==> config.mk <==
export PLATFORM = sky130hd
export DESIGN_NAME = pc_update_ctrl
export DESIGN_NICKNAME = d
export VERILOG_FILES = /design/src/rtl/pc_update_ctrl.sv
export SDC_FILE = /design/constraint.sdc
export NUM_CORES = 1
export LEC_CHECK = 0
export ABC_CLOCK_PERIOD_IN_PS = 3700
export CORE_UTILIZATION = 54
export CTS_CLUSTER_DIAMETER = 120
export CTS_CLUSTER_SIZE = 8
export DETAILED_ROUTE_END_ITERATION = 10
export HOLD_SLACK_MARGIN = 0.03
export PLACE_DENSITY = 0.83
export SYNTH_ARGS = -nofsm -noshare
export SYNTH_HDL_FRONTEND = slang
export SYNTH_SLANG_ARGS = --single-unit
==> constraint.sdc <==
create_clock -name clk -period 3.7 [get_ports clk]
set_input_delay 0.37 -clock clk [delete_from_list [all_inputs] [get_ports clk]]
set_output_delay 0.37 -clock clk [all_outputs]
set_load 0.02 [all_outputs]
==> src/rtl/pc_update_ctrl.sv <==
// pc_update_ctrl: multicycle PC-update sequencer for beq/bne/ble/bgt/j/jal/jr.
// Define PC_BRANCH_STATS_EN to add saturating taken/not-taken branch counters.
module pc_update_ctrl #(
    parameter int unsigned OPW     = 6,
    parameter int unsigned CMP_LAT = 1
`ifdef PC_BRANCH_STATS_EN
    ,
    parameter int unsigned CNT_W   = 16
`endif
) (
    input  logic           clk,
    input  logic           reset,
    input  logic           instr_valid,
    output logic           instr_ready,
    input  logic [OPW-1:0] opcode,
    input  logic [OPW-1:0] funct,
    input  logic           zero,
    input  logic           gt,
    input  logic           flush,
    output logic           alu_cmp,
    output logic           pc_write,
    output logic [1:0]     pc_src,
    output logic           ra_write,
    output logic           done,
    output logic           bad_op
`ifdef PC_BRANCH_STATS_EN
    ,
    output logic [CNT_W-1:0] taken_cnt,
    output logic [CNT_W-1:0] ntaken_cnt,
    input  logic             stats_clr
`endif
);
    localparam int unsigned WAIT_W = 3;

    localparam logic [OPW-1:0] OP_RTYPE = OPW'(8'h00);
    localparam logic [OPW-1:0] OP_J     = OPW'(8'h02);
    localparam logic [OPW-1:0] OP_JAL   = OPW'(8'h03);
    localparam logic [OPW-1:0] OP_BEQ   = OPW'(8'h04);
    localparam logic [OPW-1:0] OP_BNE   = OPW'(8'h05);
    localparam logic [OPW-1:0] OP_BLE   = OPW'(8'h06);
    localparam logic [OPW-1:0] OP_BGT   = OPW'(8'h07);
    localparam logic [OPW-1:0] FN_JR    = OPW'(8'h08);

    typedef enum logic [2:0] {S_IDLE, S_CMP, S_EVAL, S_WRITE, S_DONE} state_t;
    typedef enum logic [1:0] {K_ILL, K_BR, K_JMP} kind_t;

    function automatic kind_t decode(input logic [OPW-1:0] op, input logic [OPW-1:0] fn);
        if (op == OP_BEQ || op == OP_BNE || op == OP_BLE || op == OP_BGT) return K_BR;
        if (op == OP_J || op == OP_JAL || (op == OP_RTYPE && fn == FN_JR)) return K_JMP;
        return K_ILL;
    endfunction

    function automatic logic br_taken(input logic [OPW-1:0] op, input logic z, input logic g);
        if (op == OP_BEQ) return z;
        if (op == OP_BNE) return !z;
        if (op == OP_BLE) return !g;
        return g;
    endfunction

    state_t            r_state, w_state_nxt;
    logic [WAIT_W-1:0] r_wait, w_wait_nxt;
    logic              r_taken, w_taken_nxt;
    logic [OPW-1:0]    r_opcode, w_opcode_nxt;
    logic [OPW-1:0]    r_funct, w_funct_nxt;
    logic              r_instr_ready, w_instr_ready;
    logic              r_alu_cmp, w_alu_cmp;
    logic              r_pc_write, w_pc_write;
    logic [1:0]        r_pc_src, w_pc_src;
    logic              r_ra_write, w_ra_write;
    logic              r_done, w_done;
    logic              r_bad_op, w_bad_op;
    kind_t             w_kind_nxt;

    // Next state, then outputs derived from the next state so they register with it.
    always_comb begin
        w_state_nxt   = r_state;
        w_wait_nxt    = r_wait;
        w_taken_nxt   = r_taken;
        w_opcode_nxt  = r_opcode;
        w_funct_nxt   = r_funct;
        w_instr_ready = 1'b0;
        w_alu_cmp     = 1'b0;
        w_pc_write    = 1'b0;
        w_pc_src      = 2'b00;
        w_ra_write    = 1'b0;
        w_done        = 1'b0;
        w_bad_op      = 1'b0;

        case (r_state)
            S_IDLE: begin
                if (instr_valid) begin
                    w_opcode_nxt = opcode;
                    w_funct_nxt  = funct;
                    w_taken_nxt  = 1'b0;
                    case (decode(opcode, funct))
                        K_BR: begin
                            w_state_nxt = S_CMP;
                            w_wait_nxt  = WAIT_W'(CMP_LAT - 1);
                        end
                        K_JMP:   w_state_nxt = S_WRITE;
                        default: w_state_nxt = S_DONE;
                    endcase
                end
            end
            S_CMP: begin
                if (r_wait == '0) w_state_nxt = S_EVAL;
                else              w_wait_nxt  = r_wait - WAIT_W'(1);
            end
            S_EVAL: begin
                w_taken_nxt = br_taken(r_opcode, zero, gt);
                w_state_nxt = S_WRITE;
            end
            S_WRITE: w_state_nxt = S_DONE;
            S_DONE:  w_state_nxt = S_IDLE;
            default: w_state_nxt = S_IDLE;
        endcase

        // Abort overrides every transition, including a same-cycle accept.
        if (flush) w_state_nxt = S_IDLE;

        w_kind_nxt = decode(w_opcode_nxt, w_funct_nxt);
        case (w_state_nxt)
            S_IDLE:        w_instr_ready = 1'b1;
            S_CMP, S_EVAL: w_alu_cmp     = 1'b1;
            S_WRITE: begin
                if (w_kind_nxt == K_BR) begin
                    w_pc_write = w_taken_nxt;
                    w_pc_src   = w_taken_nxt ? 2'b01 : 2'b00;
                end else begin
                    w_pc_write = 1'b1;
                    w_pc_src   = (w_opcode_nxt == OP_RTYPE) ? 2'b11 : 2'b10;
                    w_ra_write = (w_opcode_nxt == OP_JAL);
                end
            end
            S_DONE: begin
                w_done   = 1'b1;
                w_bad_op = (w_kind_nxt == K_ILL);
            end
            default: w_instr_ready = 1'b1;
        endcase
    end

    always_ff @(posedge clk or negedge reset) begin
        if (!reset) begin
            r_state       <= S_IDLE;
            r_wait        <= '0;
            r_taken       <= 1'b0;
            r_opcode      <= '0;
            r_funct       <= '0;
            r_instr_ready <= 1'b1;
            r_alu_cmp     <= 1'b0;
            r_pc_write    <= 1'b0;
            r_pc_src      <= 2'b00;
            r_ra_write    <= 1'b0;
            r_done        <= 1'b0;
            r_bad_op      <= 1'b0;
        end else begin
            r_state       <= w_state_nxt;
            r_wait        <= w_wait_nxt;
            r_taken       <= w_taken_nxt;
            r_opcode      <= w_opcode_nxt;
            r_funct       <= w_funct_nxt;
            r_instr_ready <= w_instr_ready;
            r_alu_cmp     <= w_alu_cmp;
            r_pc_write    <= w_pc_write;
            r_pc_src      <= w_pc_src;
            r_ra_write    <= w_ra_write;
            r_done        <= w_done;
            r_bad_op      <= w_bad_op;
        end
    end

    assign instr_ready = r_instr_ready;
    assign alu_cmp     = r_alu_cmp;
    assign pc_write    = r_pc_write;
    assign pc_src      = r_pc_src;
    assign ra_write    = r_ra_write;
    assign done        = r_done;
    assign bad_op      = r_bad_op;

`ifdef PC_BRANCH_STATS_EN
    localparam logic [CNT_W-1:0] CNT_MAX = '1;

    logic [CNT_W-1:0] r_taken_cnt;
    logic [CNT_W-1:0] r_ntaken_cnt;
    logic             w_br_write;

    assign w_br_write = (r_state == S_WRITE) && (decode(r_opcode, r_funct) == K_BR);

    // Saturating outcome counters; a clear beats a same-cycle increment.
    always_ff @(posedge clk or negedge reset) begin
        if (!reset) begin
            r_taken_cnt  <= '0;
            r_ntaken_cnt <= '0;
        end else if (stats_clr) begin
            r_taken_cnt  <= '0;
            r_ntaken_cnt <= '0;
        end else if (w_br_write) begin
            if (r_taken && r_taken_cnt != CNT_MAX)
                r_taken_cnt <= r_taken_cnt + CNT_W'(1);
            if (!r_taken && r_ntaken_cnt != CNT_MAX)
                r_ntaken_cnt <= r_ntaken_cnt + CNT_W'(1);
        end
    end

    assign taken_cnt  = r_taken_cnt;
    assign ntaken_cnt = r_ntaken_cnt;
`endif

endmodule

Word-level counts from Yosys, hierarchy flattened
Index checks and enable logic that the tools add are counted.
{"block": "word_totals", "regBits": 27, "inputBits": 18, "output_inout_bits": 8, "wordCells": 128}
{"block": "classes", "n_addsub": 1, "eq_ne": 30, "mux": 62, "reduce_logical": 23}
{"op": "$eq A6 B3 Y1 const B", "count": 11}
{"op": "$mux W1", "count": 36}
{"op": "$eq A6 B2 Y1 const B", "count": 4}
{"op": "$mux W2", "count": 12}
{"op": "$mux W6", "count": 4}
{"op": "$mux W3", "count": 6}
{"op": "$eq A3 B2 Y1 const B", "count": 4}
{"op": "$eq A6 B4 Y1 const B", "count": 2}
{"op": "$logic_not A6 Y1", "count": 2}
{"op": "$pmux W3 S2", "count": 2}
{"op": "$pmux W3 S4", "count": 1}
{"op": "$logic_or A1 B1 Y1", "count": 10}
{"op": "$eq A3 B1 Y1 const B", "count": 2}
{"op": "$logic_not A3 Y1", "count": 2}
{"op": "$eq A2 B1 Y1 const B", "count": 2}
{"op": "$ne A2 B2 Y1 const B", "count": 2}
{"op": "$reduce_and A4 Y1", "count": 1}
{"op": "$reduce_or A4 Y1", "count": 1}
{"op": "$eq A3 B3 Y1 const B", "count": 1}
{"op": "$sub A3 B1 Y3 const B", "count": 1}
{"op": "$eq A2 B2 Y1 const B", "count": 1}
{"op": "$logic_and A1 B1 Y1", "count": 2}
{"op": "$logic_not A1 Y1", "count": 2}
{"op": "$logic_not A2 Y1", "count": 1}
{"op": "other kinds (4)", "count": 4}

Depth between registers and ports, before layout
Gate-level depths: netlist of run 1.
{"block": "logic_depth", "word_depth": 22, "mapped_depth": 7, "mapped_depth_nobuf": 7}

Worst setup path after synthesis of run 1
OpenSTA, ideal clock, no wires.
{"block": "synth_path", "path_kind": "reg-to-reg", "startpoint": "register r_state[2]", "endpoint": "register r_wait[2]", "setup_ps": 66, "arrival_ps": 1831, "t_required_ps": 3634, "path_slack_ps": 1803, "path_stages_with_launch": 7, "n_path_buf": 1, "synth_period_minus_slack_ps": 1897, "cell_sequence": "dfrtp_1 -> buf_6 -> nor4b_4 -> nand2_2 -> o31a_1 -> a311o_1 -> nand2_1"}
{"block": "synth_between", "elab_chain_cells": 3, "elab_cells_between_ends": 8, "classes_between": "eq/ne (4); mux (1); reduce/logical (3)"}
{"element": "start: declaration", "line_no": "60", "text": "state_t r_state, w_state_nxt;"}
{"element": "start signal: assignment", "line_no": "158", "text": "r_state <= w_state_nxt;"}
{"element": "$eq A3 B1 Y1 or $logic_not A3 Y1 (tied branches)", "line_no": "89", "text": "case (r_state)"}
{"element": "$ne A2 B2 Y1 (no line) (tied with other cells)"}
{"element": "$reduce_and A4 Y1 (no line)"}
{"element": "end signal: assignment", "line_no": "159", "text": "r_wait <= w_wait_nxt;"}
{"element": "end: declaration", "line_no": "61", "text": "logic [WAIT_W-1:0] r_wait, w_wait_nxt;"}
Parallel ways exist; a longest one is shown, timed or not.
A chain may end at the register's enable or synchronous reset.

Worst setup path in the final report of run 1
Ends and elaborated chain as after synthesis.

==> results of run 1 <==
-- layout make-up --
| type | instances | area [sq um] | area share |
|---|---|---|---|
| flip-flops and latches | 27 | 677 | 0.421 |
| multi-input cells | 81 | 582 | 0.362 |
| repair buffers | 27 | 265 | 0.165 |
| inverters | 6 | 22.5 | 0.0140 |
| clock inverters | 1 | 5.00 | 0.00311 |
| well taps | 28 | 35.0 | 0.0218 |
| clock buffers | 3 | 22.5 | 0.0140 |
-- placed cells by master, fill, tap and decap left out, types with 3 or more instances in the layout --
cell type / count
nor2_1: 7
clkbuf_4: 3
a21boi_0: 3
inv_1: 6
o21ai_0: 3
dfrtp_1: 26
clkdlybuf4s50_1: 25
and3_1: 3
mux2_2: 11
a21oi_1: 8
nor3_1: 4
nand2_1: 7
-- layer usage --
| metal | part of all wire | track usage | up-vias |
|---|---|---|---|
| li1 | - | - | 479 |
| met1 | 0.44 | 0.261 | 493 |
| met2 | 0.51 | 0.404 | 26 |
| met3 | 0.040 | 0.0268 | 4 |
| met4 | 0.012 | 0.0972 | 0 |
| met5 | 0 | 0 | - |
-- cells in the mapped netlist, drive strengths merged --
master	number
nor2b	2
a21boi	3
and3	3
xor2	1
o22a	1
nand2	8
o31ai	1
nand4	1
inv	6
o22ai	1
mux2i	2
a211oi	1
nor3	4
o21bai	2
a21oi	8
nand2b	1
o31a	1
nor3b	2
nand3	1
nand3b	1
o21ai	3
nor4b	3
ha	2
a311o	1
dfstp	1
nor4	2
dfrtp	26
or4	1
a31oi	2
xnor2	1
buf	2
mux2	11
nor2	7
o41ai	2
and2	2
-- per-stage QoR --
| step | std cells | worst slack [ps] | cell area [sq um] | utilization | total power (uW) |
|---|---|---|---|---|---|
| after floorplan | 116 | 1800 | 1300 | - | 499 |
| after global placement | 169 | 1410 | 1580 | 0.708 | 554 |
| after detailed placement | 169 | 1350 | 1580 | 0.708 | 567 |
| after CTS | 173 | 1580 | 1610 | 0.720 | 689 |
| after global routing | 173 | 1460 | 1610 | 0.720 | 731 |
| final | 173 | 1580 | 1610 | 0.720 | 687 |
-- where the power goes --
group / internal (uW) / switching (uW)
Sequential: 341 / 28.2
Clock: 40.4 / 83.3
Combinational: 97.3 / 97.1
Total: 478 / 209
-- path summary, 6_finish.rpt --
path                                    end  slack [ps]  startpoint  cells past startpoint
worst max-delay path              r_wait[2]        1580  r_state[2]                      6
worst min-delay path              pc_src[1]         400       reset                      2
worst max register to register    r_wait[2]        1580  r_state[2]                      6
worst min register to register    r_wait[0]         470   r_wait[0]                      1
max in group asynchronous       instr_ready        3000       reset                      2
min in group clk                  r_wait[0]         470   r_wait[0]                      1
-- state kept, by name, summed over array words and instances (netlist names), 2 cells and up --
signal	count
r_state	3
pc_src	2
r_wait	3
r_funct	6
r_opcode	6
-- kinds of logic (layout without fill, tap and decap cells) --
kind of cell	Yosys count	in the layout
AOI/OAI and AO/OA	26	26
xor gates and xnor gates	2	2
adders and majority gates	2	2
buffers and inverters	8	37
DFF	27	27
muxes	13	13
and+or+nand+nor	38	38
-- critical path: cells and delay by family (launching register included) --
kind	cells	cell delay (ps)
AO/OA/AOI/OAI	2	770
flip-flops	1	530
AND/OR/NAND/NOR	3	500
buffers and inverters	1	280
==> impl_results.md, run 1 <==
* Status: finished, final reports clean
* Post-CTS Setup Inserts at 0
* HPWL Detailed at 1920 um
* Mean Syn Cell Area at 11.2 sq um
* Worst slew pin tran at 542 ps
* Final hold vios at 0
* RSZ-0062 raised after global routing: no
* Initial Util at 0.581
* Fin crit period at 2120 ps
* H-Tree Depth at 1
* # nets final at 166
* CTS tree: done
* CP arrival at 2380 ps
* Largest family of logic cells by synthesized area: simple AND/OR/NAND/NOR gates
* Wire length per cell at 14.6 um
* Power Density at 427 mW/mm^2
* Initial antenna violation count at 0
* CP max-delay cell: dfrtp_1
* CTS Buf Count at 3
* Leak Pwr at 0.000691 uW
* Final period util at 0.572
* Rows at 17
* Max_cap viols at 0
* Filler cell count at 171
* Hold buffer count at cts at 0
* XOR/XNOR Fraction of Synth Area at 0.0135
* Clock Tree Buf Depth at 2
* Synthesized area at 0.00130 sq mm
* Iter 0 DRT Violations at 12
* Yosys top cell by area: dfrtp_1
* Crit path kind: reg -> reg
* CP max stage delay at 530 ps
* Antenna Cells at 0
* DR DRC count at 0
* Syn nets at 136
* Vias in the first global route at 1034
* Die ar. at 0.00260 sq mm
* Chip height at 51.0 um
* Die Span X at 51.0 um
* Maximum VDD drop at 0.367 mV
* Setup crit start kind: flop
* CTS root buffer: clkbuf_4
* Cell Chain, Critical Path: nor4b_4 > buf_4 > nand2_2 > o31a_1 > a311o_1 > nand2_1
* FMAX at 0.472 GHz
* Synth area leaders: dfrtp_1 50%, mux2_2 9.5%, a21oi_1 3.1%, dfstp_2 2.0%, nand2_1 2.0%
* Share of post-route cells with drive strength above 1 at 0.138
* Req. time, crit path at 3960 ps
* Compound-Gate Fraction of Synth Area at 0.132
* TNS Setup at 0 ps
* Mux share of post-synthesis cell area at 0.111
* Total core area at 0.00223 sq mm
* Pre-antenna DRT Iters at 4
* Max-slew violations at 0
* Via/cell ratio at 5.79
* Post-synth top area share at 0.501
* Synthesis-to-layout area growth at 24.0%
* Worst Skew at 8.77 ps
* Clk_lat worst skew at 320 ps
* Final Wtd Congestion at 0.790
* First-pass GRT wire length at 4260 um
* CTS resizes at 0
* Synth Area in Simple Gates at 0.173
* CTS Sinks at 27
* Yosys synthesis warning count at 0
* GRT Util Overall at 0.223
* Vias at 1002
* Relative slew slack at 0.634
* Yosys cell types at 38
* IO Count at 26
* CP Capture Type: flop
* Hold Path Class: in -> async
* Clock slew at reported path FFs at 140 ps
* Grt total ovfl at 0
* Antenna Violating Nets Remaining at 0
* Finish-stage setup viols at 0
* Largest net degree at the start of global routing at 28
* Port buffer count at 25
* Cells after Synth at 116
* Routed wire length at 2520 um
* Post-synthesis adder-cell area fraction at 0.0193
* Seq cells post-synth at 27
* Max FO, Critical Path at 18
* Sequential area share after synthesis at 0.522
* Worst hold slack at 402 ps
Note: power is estimated with default switching activity, not from simulation.
==> run 2, diff against run 1 <==
Settings changed: ABC_CLOCK_PERIOD_IN_PS 3700 to 2200, CORE_UTILIZATION 54 to 50, PLACE_DENSITY 0.83 to 0.78.
Clock period 3.7 ns to 2.2 ns, I/O delays scaled along.
==> run 2 against run 1 <==
Against the previous run: count of clock-buffer cells in the layout unchanged; cell area grew 2.8%; clock skew decreased by 5.7 ps; die area increased by 7.7%; total power rose by 70%; worst hold slack worse by 160 ps; largest power group unchanged.
==> impl_results.md, run 2 (synthesized netlist as in run 1, its figures left out) <==
* RSZ-0062 raised after global routing: no (unchanged)
* Crit-path leading delay family: simple AND/OR/NAND/NOR gates (was compound AO/OA/AOI/OAI gates)
* Max FO, Critical Path at 5 (was 18)
* Leak Pwr at 0.000716 uW (was 0.000691 uW)
* Fin crit period at 1950 ps (was 2120 ps)
* DR DRC count at 0 (unchanged)
* Crit path depth at 5 (was 6)
* Port buffer count at 25 (unchanged)
* Antenna Cells at 0 (unchanged)
* CP max stage delay at 460 ps (was 530 ps)
* DP Area at 0.00163 sq mm (was 0.00158 sq mm)
* Iter 0 DRT Violations at 11 (was 12)
* Largest net degree at the start of global routing at 28 (unchanged)
* Final Wtd Congestion at 0.791 (was 0.790)
* Cell Chain, Critical Path: nor4b_4 > nand2_2 > o31ai_1 > nand3_1 > nor4b_1 (was nor4b_4 > buf_4 > nand2_2 > o31a_1 > a311o_1 > nand2_1)
* Final period util at 0.888 (was 0.572)
* Relative slew slack at 0.622 (was 0.634)
* Max-slew violations at 0 (unchanged)
* Routed wire length at 2580 um (was 2520 um)
* Most common cell after layout, fill and taps aside: dfrtp_1 (unchanged)
* CTS resizes at 0 (unchanged)
* Antenna Violating Nets Remaining at 0 (unchanged)
* HPWL Detailed at 1950 um (was 1920 um)
* Worst slew pin tran at 559 ps (was 542 ps)
* Regs by FF count: r_funct x6, r_opcode x6 (unchanged)
* Power Density at 706 mW/mm^2 (was 427 mW/mm^2)
* CTS Sinks at 27 (unchanged)
* CP Capture Type: flop (unchanged)
* R2r setup slk at 250 ps (was 1580 ps)
* Synthesis-to-layout area growth at 27.5% (was 24.0%)
* Buf/Inv on CP at 0 (was 1)
* Die Span X at 52.9 um (was 51.0 um)
* Max_cap viols at 0 (unchanged)
* Initial antenna violation count at 0 (unchanged)
* RR Endpoint: ra_write (was r_wait[2])
* CP max-delay cell: dfrtp_1 (unchanged)
* Layout Utilization at 0.674 (was 0.720)
* Chip height at 52.9 um (was 51.0 um)
* TNS Setup at 0 ps (unchanged)
* Share of post-route cells with drive strength above 1 at 0.161 (was 0.138)
* Rows at 18 (was 17)
* Clk_lat worst skew at 320 ps (about the same)
* FMAX at 0.512 GHz (was 0.472 GHz)
* Initial Util at 0.529 (was 0.581)
* Most frequent cells in the layout: 26 x dfrtp_1, 25 x clkdlybuf4s50_1, 11 x mux2_2 (unchanged)
* Filler cell count at 204 (was 171)
* Status: finished, final reports clean (unchanged)
* Die ar. at 0.00280 sq mm (was 0.00260 sq mm)
* # nets final at 170 (was 166)
* Pre-antenna DRT Iters at 4 (unchanged)
* CP arrival at 2170 ps (was 2380 ps)
* Hold Path Class: in -> async (unchanged)
* Final hold vios at 0 (unchanged)
* CTS tree: done (unchanged)
* Vias at 995 (was 1002)
* Req. time, crit path at 2420 ps (was 3960 ps)
* Post-CTS Setup Inserts at 0 (unchanged)
* Vias in the first global route at 944 (was 1034)
* Setup crit start kind: flop (unchanged)
* CTS root buffer: clkbuf_4 (unchanged)
* GRT Util Overall at 0.214 (was 0.223)
* Finish-stage setup viols at 0 (unchanged)
* Clock slew at reported path FFs at 140 ps (about the same)
* Grt total ovfl at 0 (unchanged)
* CTS Buf Count at 3 (unchanged)
* FF-to-FF path depth at 5 (was 6)
* Maximum VDD drop at 0.446 mV (was 0.367 mV)
* Wire length per cell at 14.4 um (was 14.6 um)
* Clock Tree Buf Depth at 2 (unchanged)
* Crit path kind: reg -> reg (unchanged)
* R2R Path Start: r_state[0] (was r_state[2])
* IO Count at 26 (unchanged)
* Hold buffer count at cts at 0 (unchanged)
* Worst Skew at 3.04 ps (was 8.77 ps)
* First-pass GRT wire length at 4260 um (unchanged)
* H-Tree Depth at 1 (unchanged)
* Final Cell Area at 0.00165 sq mm (was 0.00161 sq mm)
* Via/cell ratio at 5.56 (was 5.79)
* Total core area at 0.00245 sq mm (was 0.00223 sq mm)
==> run 2: area by class of cell <==
class                   count  area, sq um  share of cell area
multi-input cells          81          582               0.352
repair buffers             31          308               0.186
clock inverters             1         5.00             0.00303
flip-flops and latches     27          677               0.409
inverters                   6         22.5              0.0136
well taps                  30         37.5              0.0227
clock buffers               3         22.5              0.0136
==> run 2: power by group <==
part	total, uW	internal, uW	switching [uW]
clock network	212	68.1	144
registers	617	573	43.9
logic	338	173	165
total	1170	814	353
==> run 2: how the worst max path moves through the flow <==
| stage | startpoint | endpoint |
|---|---|---|
| finish | r_state[0] | ra_write |
| global route | r_state[0] | pc_src[0] |
| CTS | r_state[0] | ra_write |
| detailed placement | opcode[0] | bad_op |
| global placement | opcode[0] | bad_op |
| floorplan | r_state[2] | r_wait[2] |
==> run 2: per-layer routing <==
metal / track usage / vias up / part of all wire
li1: - / 490 / -
met1: 0.279 / 486 / 0.45
met2: 0.357 / 17 / 0.52
met3: 0.0287 / 2 / 0.027
met4: 0.0833 / 0 / 0.0058
met5: 0 / - / 0
==> run 2: stage by stage <==
step | std cells | power (uW) | hold slack, ps | worst slack [ps]
after detailed placement | 175 | 965 | 446 | 70.5
after global placement | 175 | 945 | 440 | 114
after global routing | 179 | 1260 | 264 | 120
after CTS | 179 | 1180 | 252 | 277
final | 179 | 1170 | 243 | 246
after floorplan | 116 | 839 | -75.6 | 303
==> run 2: worst reg2reg max path, stage by stage, from the launching register on <==
cell and delay [ps]:
dfrtp_1 460, nor4b_4 420, nand2_2 140, o31ai_1 340, nand3_1 150, nor4b_1 340
==> run 3, diff against run 2 <==
Settings changed: ABC_CLOCK_PERIOD_IN_PS 2200 to unset, CORE_UTILIZATION 50 to 52, CTS_BUF_LIST set to sky130_fd_sc_hd__clkbuf_8, PLACE_DENSITY 0.78 to 0.81.
==> run 3 against run 2 <==
Against the previous run: clock skew rose by 1.6 ps; flip-flop and latch count did not move; sequential share of layout area fell by 0.15 points; sequential power barely moved; critical endpoint is now bad_op; worst hold slack improved by 57 ps; critical path depth rose by 1; register-to-register slack got worse by 20 ps; cell count fell by 1.1%; routed wire length rose by 2.6%; global-route usage rose by 1.7 points; clock power rose by 37%; highest routed layer unchanged; non-clock buffer count did not move.
==> impl_results.md, run 3 (synthesized netlist as in run 1, its figures left out) <==
* Synthesis-to-layout area growth at 28.0% (was 27.5%)
* Relative slew slack at 0.542 (was 0.622)
* Place WS at 109 ps (was 70.5 ps)
* Design Power at 1240 uW (was 1170 uW)
* Regs by FF count: r_funct x6, r_opcode x6 (unchanged)
* Hold buffer count at cts at 0 (unchanged)
* Met3 usage in global routing at 0.0380 (was 0.0287)
* M2 GR Usage at 0.374 (was 0.357)
* Buf/Inv on CP at 1 (was 0)
* Final worst setup slack at 230 ps (was 246 ps)
* Via/cell ratio at 5.51 (was 5.56)
* DR DRC count at 0 (unchanged)
* GR peak layer: met2 (unchanged)
* Setup crit start kind: flop (unchanged)
* Share of post-route cells with drive strength above 1 at 0.161 (unchanged)
* Max-slew violations at 0 (unchanged)
* H-Tree Depth at 1 (unchanged)
* GRT Util Overall at 0.232 (was 0.214)
* Rows at 17 (was 18)
* Vias in the first global route at 1012 (was 944)
* Iter 0 DRT Violations at 7 (was 11)
* First-pass GRT wire length at 4520 um (was 4260 um)
* Most common cell after layout, fill and taps aside: dfrtp_1 (unchanged)
* # nets final at 170 (unchanged)
* Final std cells w/o fill at 177 (was 179)
* TNS Setup at 0 ps (unchanged)
* Clk_lat worst skew at 280 ps (was 320 ps)
* Crit-path leading delay family: flip-flops (was simple AND/OR/NAND/NOR gates)
* Worst hold slack at 300 ps (was 243 ps)
* Most frequent cells in the layout: 26 x dfrtp_1, 25 x clkdlybuf4s50_1, 11 x mux2_2 (unchanged)
* CTS Buf Count at 3 (unchanged)
* Largest net degree at the start of global routing at 28 (unchanged)
* Final hold vios at 0 (unchanged)
* Clock Tree Buf Depth at 2 (unchanged)
* Crit path kind: reg -> reg (unchanged)
* CTS Sinks at 27 (unchanged)
* Filler cell count at 171 (was 204)
* IO Count at 26 (unchanged)
* CP arrival at 2170 ps (about the same)
* Initial antenna violation count at 0 (unchanged)
* Power Density at 746 mW/mm^2 (was 706 mW/mm^2)
* HPWL Detailed at 1970 um (was 1950 um)
* Cell Chain, Critical Path: nor4b_4 > buf_4 > mux2_2 > o21ai_0 > nand2_1 > a21boi_0 (was nor4b_4 > nand2_2 > o31ai_1 > nand3_1 > nor4b_1)
* Final Wtd Congestion at 0.806 (was 0.791)
* Die Span X at 52.0 um (was 52.9 um)
* Pre-antenna DRT Iters at 4 (unchanged)
* Maximum VDD drop at 0.613 mV (was 0.446 mV)
* RSZ-0062 raised after global routing: no (unchanged)
* Post-CTS Setup Inserts at 0 (unchanged)
* Max_cap viols at 0 (unchanged)
* CP max-delay cell: dfrtp_1 (unchanged)
* Die ar. at 0.00270 sq mm (was 0.00280 sq mm)
* Dpl cells at 173 (was 175)
* Final period util at 0.895 (was 0.888)
* Leak Pwr at 0.000716 uW (about the same)
* Total core area at 0.00228 sq mm (was 0.00245 sq mm)
* Req. time, crit path at 2400 ps (was 2420 ps)
* Vias at 976 (was 995)
* Initial Util at 0.570 (was 0.529)
* CP max stage delay at 510 ps (was 460 ps)
* CTS tree: done (unchanged)
* Worst Skew at 4.68 ps (was 3.04 ps)
* Max FO, Critical Path at 13 (was 5)
* Antenna Cells at 0 (unchanged)
* Finish-stage setup viols at 0 (unchanged)
* Antenna Violating Nets Remaining at 0 (unchanged)
* FMAX at 0.508 GHz (was 0.512 GHz)
* Chip height at 52.0 um (was 52.9 um)
* Routed wire length at 2650 um (was 2580 um)
* Hold Path Class: in -> async (unchanged)
* Clock slew at reported path FFs at 100 ps (was 140 ps)
* Grt total ovfl at 0 (unchanged)
* Status: finished, final reports clean (unchanged)
* CTS resizes at 0 (unchanged)
* CTS root buffer: clkbuf_8 (was clkbuf_4)
* Wire length per cell at 14.9 um (was 14.4 um)
* Port buffer count at 25 (unchanged)
* Worst slew pin tran at 677 ps (was 559 ps)
* Fin crit period at 1970 ps (was 1950 ps)
* CP Capture Type: flop (unchanged)
* Met1 Use GR at 0.305 (was 0.279)
-- run 3: cell count changes in the layout (fill, tap and decap cells not counted), sizes merged --
cell,delta
clkinvlp,+1
clkinv,-1
-- run 3: area by class of cell --
| cell class | instances | area (sq um) | share of cell area |
|---|---|---|---|
| flip-flops and latches | 27 | 677 | 0.408 |
| multi-input cells | 81 | 582 | 0.350 |
| inverters | 6 | 22.5 | 0.0136 |
| clock inverters | 1 | 7.51 | 0.00452 |
| clock buffers | 3 | 41.3 | 0.0249 |
| repair buffers | 31 | 295 | 0.178 |
| well taps | 28 | 35.0 | 0.0211 |
-- run 3: where the power goes --
| part | internal (uW) | switching (uW) |
|---|---|---|
| Combinational | 169 | 162 |
| Clock | 129 | 161 |
| Sequential | 573 | 45.2 |
-- run 3: final timing paths --
| check | depth (start not counted) | slack, ps | to | from |
|---|---|---|---|---|
| hold / removal | 2 | 300 | r_taken | reset |
| setup reg to reg | 6 | 230 | bad_op | r_state[2] |
| setup / recovery | 6 | 230 | bad_op | r_state[2] |
| min in group clk | 1 | 460 | r_wait[0] | r_wait[0] |
| hold reg to reg | 1 | 460 | r_wait[0] | r_wait[0] |
| max in group asynchronous | 2 | 1600 | instr_ready | reset |
-- run 3: per-layer routing --
metal	wire length, um	vias up
met5	0	-
met4	37	0
met3	93	5
met2	1310	24
met1	1200	458
li1	-	489
-- run 3: through the flow --
| step | util | instance area, sq um |
|---|---|---|
| global route | 0.730 | 1660 |
| floorplan | - | 1300 |
| detailed placement | 0.708 | 1610 |
| CTS | 0.730 | 1660 |
| global placement | 0.708 | 1610 |
| finish | 0.730 | 1660 |
